### src/rtl/lsu_pkg.sv
// Shared constants and types for the load/store unit master.
// Holds funct3 encodings, the FSM state type and the latched operation record.
package lsu_pkg;
    localparam logic [2:0] F3_B  = 3'b000;
    localparam logic [2:0] F3_H  = 3'b001;
    localparam logic [2:0] F3_W  = 3'b010;
    localparam logic [2:0] F3_BU = 3'b100;
    localparam logic [2:0] F3_HU = 3'b101;

    localparam int LSU_ADDR_W  = 32;
    localparam int LSU_WADDR_W = LSU_ADDR_W - 2;

    typedef enum logic [1:0] {IDLE, REQ, WAIT_R, RESP} lsu_state_e;

    typedef struct packed {
        logic [2:0] funct3;
        logic [1:0] lo;
    } lsu_op_t;
endpackage

### src/rtl/lsu_align.sv
// Combinational byte-lane logic: store strobes/replication, load extraction
// with sign/zero extension, and detection of illegal or misaligned operations.
module lsu_align
    import lsu_pkg::*;
(
    input  logic        i_store,
    input  logic [2:0]  i_funct3,
    input  logic [1:0]  i_addr_lo,
    input  logic [31:0] i_wdata,
    input  logic [31:0] i_rdata,
    output logic [3:0]  o_wstrb,
    output logic [31:0] o_wdata,
    output logic [31:0] o_ldata,
    output logic        o_illegal
);
    logic [7:0]  w_byte;
    logic [15:0] w_half;

    assign w_byte = i_rdata[8*i_addr_lo +: 8];
    assign w_half = i_addr_lo[1] ? i_rdata[31:16] : i_rdata[15:0];

    always_comb begin
        o_wstrb   = 4'b0000;
        o_wdata   = 32'h0;
        o_ldata   = 32'h0;
        o_illegal = 1'b0;
        case (i_funct3)
            F3_B: begin
                o_wstrb = 4'b0001 << i_addr_lo;
                o_wdata = {4{i_wdata[7:0]}};
                o_ldata = {{24{w_byte[7]}}, w_byte};
            end
            F3_H: begin
                o_wstrb   = 4'b0011 << {i_addr_lo[1], 1'b0};
                o_wdata   = {2{i_wdata[15:0]}};
                o_ldata   = {{16{w_half[15]}}, w_half};
                o_illegal = i_addr_lo[0];
            end
            F3_W: begin
                o_wstrb   = 4'b1111;
                o_wdata   = i_wdata;
                o_ldata   = i_rdata;
                o_illegal = |i_addr_lo;
            end
            // Unsigned variants exist only for loads.
            F3_BU: begin
                o_ldata   = {24'h0, w_byte};
                o_illegal = i_store;
            end
            F3_HU: begin
                o_ldata   = {16'h0, w_half};
                o_illegal = i_store | i_addr_lo[0];
            end
            default: o_illegal = 1'b1;
        endcase
    end
endmodule

### src/rtl/lsu_master.sv
// Data-memory initiator: accepts one core load/store, issues a whole-word
// strobed request, waits for read data and returns an extended result.
module lsu_master
    import lsu_pkg::*;
#(
    parameter int ADDR_W  = LSU_ADDR_W,
    parameter int TIMEOUT = 255
) (
    input  logic              i_clk,
    input  logic              i_rst_n,
    input  logic              i_req_valid,
    output logic              o_req_ready,
    input  logic              i_req_store,
    input  logic [2:0]        i_req_funct3,
    input  logic [ADDR_W-1:0] i_req_addr,
    input  logic [31:0]       i_req_wdata,
    output logic              o_mem_valid,
    input  logic              i_mem_ready,
    output logic              o_mem_we,
    output logic [ADDR_W-3:0] o_mem_addr,
    output logic [3:0]        o_mem_wstrb,
    output logic [31:0]       o_mem_wdata,
    input  logic              i_mem_rvalid,
    input  logic [31:0]       i_mem_rdata,
    output logic              o_rsp_valid,
    input  logic              i_rsp_ready,
    output logic [31:0]       o_rsp_data,
    output logic              o_rsp_err,
    output logic              o_rsp_timeout
);
    localparam int CNT_W = (TIMEOUT > 0) ? $clog2(TIMEOUT + 1) : 1;

    lsu_state_e        r_state;
    lsu_op_t           r_op;
    logic [CNT_W-1:0]  r_cnt;
    logic              r_mem_valid, r_mem_we;
    logic [ADDR_W-3:0] r_mem_addr;
    logic [3:0]        r_mem_wstrb;
    logic [31:0]       r_mem_wdata;
    logic              r_rsp_valid, r_rsp_err, r_rsp_timeout;
    logic [31:0]       r_rsp_data;

    logic              w_idle, w_expired, w_illegal;
    logic [2:0]        w_f3;
    logic [1:0]        w_lo;
    logic [3:0]        w_wstrb;
    logic [31:0]       w_wdata, w_ldata;

    assign w_idle    = (r_state == IDLE);
    assign w_expired = (TIMEOUT > 0) && (r_cnt == CNT_W'(TIMEOUT));

    // In IDLE the lane logic looks at the incoming request; afterwards at the latched op.
    assign w_f3 = w_idle ? i_req_funct3    : r_op.funct3;
    assign w_lo = w_idle ? i_req_addr[1:0] : r_op.lo;

    lsu_align u_align (
        .i_store   (w_idle ? i_req_store : r_mem_we),
        .i_funct3  (w_f3),
        .i_addr_lo (w_lo),
        .i_wdata   (i_req_wdata),
        .i_rdata   (i_mem_rdata),
        .o_wstrb   (w_wstrb),
        .o_wdata   (w_wdata),
        .o_ldata   (w_ldata),
        .o_illegal (w_illegal)
    );

    always_ff @(posedge i_clk) begin
        if (!i_rst_n) begin
            r_state       <= IDLE;
            r_op          <= '0;
            r_cnt         <= '0;
            r_mem_valid   <= 1'b0;
            r_mem_we      <= 1'b0;
            r_mem_addr    <= '0;
            r_mem_wstrb   <= 4'b0000;
            r_mem_wdata   <= 32'h0;
            r_rsp_valid   <= 1'b0;
            r_rsp_data    <= 32'h0;
            r_rsp_err     <= 1'b0;
            r_rsp_timeout <= 1'b0;
        end else begin
            case (r_state)
                IDLE: if (i_req_valid) begin
                    r_op          <= '{funct3: i_req_funct3, lo: i_req_addr[1:0]};
                    r_rsp_data    <= 32'h0;
                    r_rsp_err     <= 1'b0;
                    r_rsp_timeout <= 1'b0;
                    if (w_illegal) begin
                        r_state     <= RESP;
                        r_rsp_valid <= 1'b1;
                        r_rsp_err   <= 1'b1;
                    end else begin
                        r_state     <= REQ;
                        r_cnt       <= '0;
                        r_mem_valid <= 1'b1;
                        r_mem_we    <= i_req_store;
                        r_mem_addr  <= i_req_addr[ADDR_W-1:2];
                        r_mem_wstrb <= i_req_store ? w_wstrb : 4'b0000;
                        r_mem_wdata <= i_req_store ? w_wdata : 32'h0;
                    end
                end
                REQ: begin
                    r_cnt <= r_cnt + CNT_W'(1);
                    // A handshake in the expiry cycle takes priority over the abort.
                    if (i_mem_ready) begin
                        r_mem_valid <= 1'b0;
                        if (r_mem_we) begin
                            r_state     <= RESP;
                            r_rsp_valid <= 1'b1;
                        end else begin
                            r_state <= WAIT_R;
                        end
                    end else if (w_expired) begin
                        r_mem_valid   <= 1'b0;
                        r_state       <= RESP;
                        r_rsp_valid   <= 1'b1;
                        r_rsp_err     <= 1'b1;
                        r_rsp_timeout <= 1'b1;
                    end
                end
                WAIT_R: begin
                    r_cnt <= r_cnt + CNT_W'(1);
                    if (i_mem_rvalid) begin
                        r_rsp_data  <= w_ldata;
                        r_state     <= RESP;
                        r_rsp_valid <= 1'b1;
                    end else if (w_expired) begin
                        r_state       <= RESP;
                        r_rsp_valid   <= 1'b1;
                        r_rsp_err     <= 1'b1;
                        r_rsp_timeout <= 1'b1;
                    end
                end
                RESP: if (i_rsp_ready) begin
                    r_rsp_valid <= 1'b0;
                    r_state     <= IDLE;
                end
                default: r_state <= IDLE;
            endcase
        end
    end

    assign o_req_ready   = w_idle;
    assign o_mem_valid   = r_mem_valid;
    assign o_mem_we      = r_mem_we;
    assign o_mem_addr    = r_mem_addr;
    assign o_mem_wstrb   = r_mem_wstrb;
    assign o_mem_wdata   = r_mem_wdata;
    assign o_rsp_valid   = r_rsp_valid;
    assign o_rsp_data    = r_rsp_data;
    assign o_rsp_err     = r_rsp_err;
    assign o_rsp_timeout = r_rsp_timeout;
endmodule

### config.mk
export PLATFORM = sky130hd
export DESIGN_NAME = lsu_master
export DESIGN_NICKNAME = d
export VERILOG_FILES = /design/src/rtl/lsu_pkg.sv /design/src/rtl/lsu_align.sv /design/src/rtl/lsu_master.sv
export SDC_FILE = /design/constraint.sdc
export NUM_CORES = 1
export LEC_CHECK = 0
export BUFFER_PORTS_ARGS = -buffer_cell sky130_fd_sc_hd__buf_4
export CAP_MARGIN = 20
export CORE_AREA = 2 2 135 203
export CTS_CLUSTER_SIZE = 24
export DETAILED_ROUTE_END_ITERATION = 8
export DIE_AREA = 0 0 137 205
export PLACE_DENSITY = 0.55
export SLEW_MARGIN = 10
export SYNTH_ARGS = -nofsm -noshare
export SYNTH_HDL_FRONTEND = slang
export SYNTH_HIERARCHICAL = 1
export SYNTH_SLANG_ARGS = --single-unit
### constraint.sdc
create_clock -name i_clk -period 3 [get_ports i_clk]
set_clock_uncertainty 0.1 [all_clocks]
set_input_delay 0.15 -clock i_clk [delete_from_list [all_inputs] [get_ports i_clk]]
set_output_delay 0.15 -clock i_clk [all_outputs]
set_load 0.1 [all_outputs]
==> metrics <==
maximum clock path buffer count 2; first-pass GRT wire length 35.48 mm; DR DRC count 0; die area between 20000 and 30000 sq um; CP Launch Type flop; Inserted Diodes 0; starting density of the core 0.2467; Arr. time, crit path about 2.9 ns; PwrDens just under 1000 nW/um^2; fraction of layout cells with a size suffix above 1 0.2887; WL/cell between 15 and 20 microns; Top FF cell, synth dfxtp_1; mux share of post-synthesis cell area 0.05071; maximum clock rate 367.0 MHz; Syn Area/Cell ~8 sq um; overall die width between 100 and 150 microns; worst hold margin 0.02873 ns; Max rail drop VDD 0.4540 mV; global route overflow 0; Cell Rows 73; Crit Path Max Fanout 20; Slew @ Worst Pin ~0.61 ns; crit path from r_state[0]; vias in the first global route between 6000 and 7000; DP Worst Slack 0.2101 ns; clock period minus worst slack around 2.7 ns; initial antenna violation count 0; synth-to-layout area growth 44.04%; Routed WL roughly 23 mm; largest family of logic cells by synthesized area compound AO/OA/AOI/OAI gates; Leakage approximately 3.8 nW; synthesized area 6489 sq um; Via density between 4 and 5; synth top area cells dfxtp_1, a21boi_0, nand2_1; fill count roughly 2800; yosys warns 6; Reg-to-Reg Start r_state[0]; Hold Crit Class input port to flop; largest net degree at the start of global routing between 60 and 70; DR pass1 iterations 5; slew margin rel. 0.5915; Worst setup EP type flop; Final Hold Fails 0; status finished clean; Final nets between 1000 and 1500; Max Slew Vio Count 0; adder-cell area share of the yosys netlist 0.01350; share of flip-flops with an asynchronous set or reset 0; R2R Setup Slk between 0.2 and 0.3 ns; RSZ-0062 raised after global routing no; Yosys top cell area share 0.3641; Final WS setup around 0.27 ns; number of port buffers roughly 210; num ports 210; placer congestion estimate just over 0.8; Synth area leader dfxtp_1; clk_lat worst skew between 0.4 and 0.5 ns; die height 205 microns; register area share after synthesis 0.3641; Commonest cells post-synth nand2_1, dfxtp_1, a21boi_0, nand3_1, a21oi_1; Post-Synth Simple-Gate Area 0.2470; TritonCTS Buffers 17; Worst Reg-to-Reg Cells 10; Synth Area in Compound Gates 0.2551; DR iter-0 viols ~320; Max-Cap Viols 0; total negative slack 0 ns; Std-Cell Core Area 26310 sq um; count of different cell masters after synthesis 56; DP HPWL 16.45 mm; number of synthesized flops with an enable pin 0; post-synthesis cell count slightly above 800; Final ANT Viol Nets 0; Tot GR Track Use 0.1646; CTS root buf clkbuf_16; Critical R2R Capture r_cnt[4]; CTS tree built; #FFs+latches synth between 100 and 150; clk slew on worst S/H paths around 0.06 ns; XOR/XNOR share of the synthesized area 0.004049; count leader, synth nand2_1; fraction of the cycle the final worst path needs 0.9084; H-Tree Depth 4; clk sinks between 100 and 150; crit path kind flop to flop; post-synth net total just over 900; final setup fails 0; critical path endpoint r_cnt[4]; Via Count around 6600; CP Data Required Time 3.20 ns
final cells by class:
cell class | count | area, sq um | share of cell area
multi-input cells | 614 | 3740 | 0.4001
flip-flops and latches | 118 | 2365 | 0.2530
repair buffers | 269 | 2147 | 0.2297
clock buffers | 22 | 474.2 | 0.05074
well taps | 337 | 421.7 | 0.04511
clock inverters | 9 | 172.7 | 0.01847
inverters | 7 | 26.28 | 0.002811
cells in the final DEF, fill, tap and decap left out, types with 3 or more instances in the layout:
cell,synthesis,final
mux2_2,19,17
dfxtp_1,118,116
dlygate4sd3_1,0,41
a211oi_1,3,3
ha_1,7,6
nor2_1,13,12
mux2_4,1,3
a21oi_1,55,54
nand2_1,183,183
buf_4,4,226
nand2b_1,17,17
clkbuf_16,0,17
o221ai_1,3,3
and2_1,8,8
inv_1,7,5
mux2i_1,10,10
o21ai_0,10,10
nand4_1,32,32
xor2_1,3,3
nand3_1,60,59
clkbuf_8,0,3
o211ai_1,19,19
o21a_1,3,3
a21boi_1,4,4
bufinv_16,0,5
clkinv_2,0,3
nor2b_1,13,13
a21o_1,17,17
a21boi_0,103,103
repair_timing:
action,4_1_cts,5_1_grt
hold buffers,41,0
endpoints found under the setup margin,0,1
resized for setup,0,0
hold endpoints to repair,36,0
setup buffers,0,1
worst min-delay path by stage:
stage	to	startpoint	cells past startpoint
after CTS	o_mem_wdata[21]	i_req_wdata[21]	5
final	o_mem_wdata[21]	i_req_wdata[21]	5
after global routing	o_mem_wdata[23]	i_req_wdata[23]	5
after floorplan	o_mem_addr[0]	i_req_addr[2]	2
after detailed placement	o_mem_addr[20]	i_req_addr[22]	3
after global placement	o_mem_addr[6]	i_req_addr[8]	3
flip-flops by register name, summed over array words and instances, names as in the netlist, 2 cells and up:
register	cells
o_mem_wstrb	4
o_mem_wdata	32
r_op	5
r_cnt	8
r_state	2
o_mem_addr	30
o_rsp_data	32
power breakdown:
| group | internal [mW] | switching (mW) | leakage (nW) | total, mW |
|---|---|---|---|---|
| clock | 1.53 | 0.742 | 0.316 | 2.27 |
| combinational | 1.51 | 3.56 | 2.49 | 5.07 |
| sequential | 1.78 | 0.136 | 0.957 | 1.92 |
| total | 4.82 | 4.44 | 3.76 | 9.26 |
cell families (layout without fill, tap and decap cells):
kind of cell | after synthesis | count (layout)
xor gates and xnor gates | 3 | 3
DFF | 118 | 118
AOI/OAI and AO/OA | 234 | 234
muxes | 30 | 30
adders and majority gates | 7 | 7
and+or+nand+nor | 340 | 340
buffers and inverters | 88 | 307
stage by stage:
stage	utilization	total power [mW]	cells	instance area [sq um]
5_1_grt	0.3553	9.791	1376	9346
3_5_place_dp	0.3148	6.952	1303	8282
2_1_floorplan	-	5.920	820	6569
3_3_place_gp	0.3148	6.931	1303	8282
4_1_cts	0.3550	9.325	1375	9339
6_report	0.3553	9.256	1376	9346
routing by layer:
| layer | global-route usage | part of all wire |
|---|---|---|
| met1 | 0.1857 | 0.40 |
| met2 | 0.2836 | 0.51 |
| met3 | 0.04776 | 0.061 |
| met4 | 0.07327 | 0.031 |
| met5 | 0 | 0 |
worst max-delay path, stage by stage (launching register included):
cell,delay [ns]
dfxtp_2,0.35
inv_2,0.10
ha_4,0.25
mux2_2,0.45
a221oi_2,0.29
a21oi_2,0.10
and3b_2,0.31
buf_4,0.26
o2111ai_1,0.17
xor2_1,0.16
nor2_1,0.05
Power figures use the tool's default switching activity.
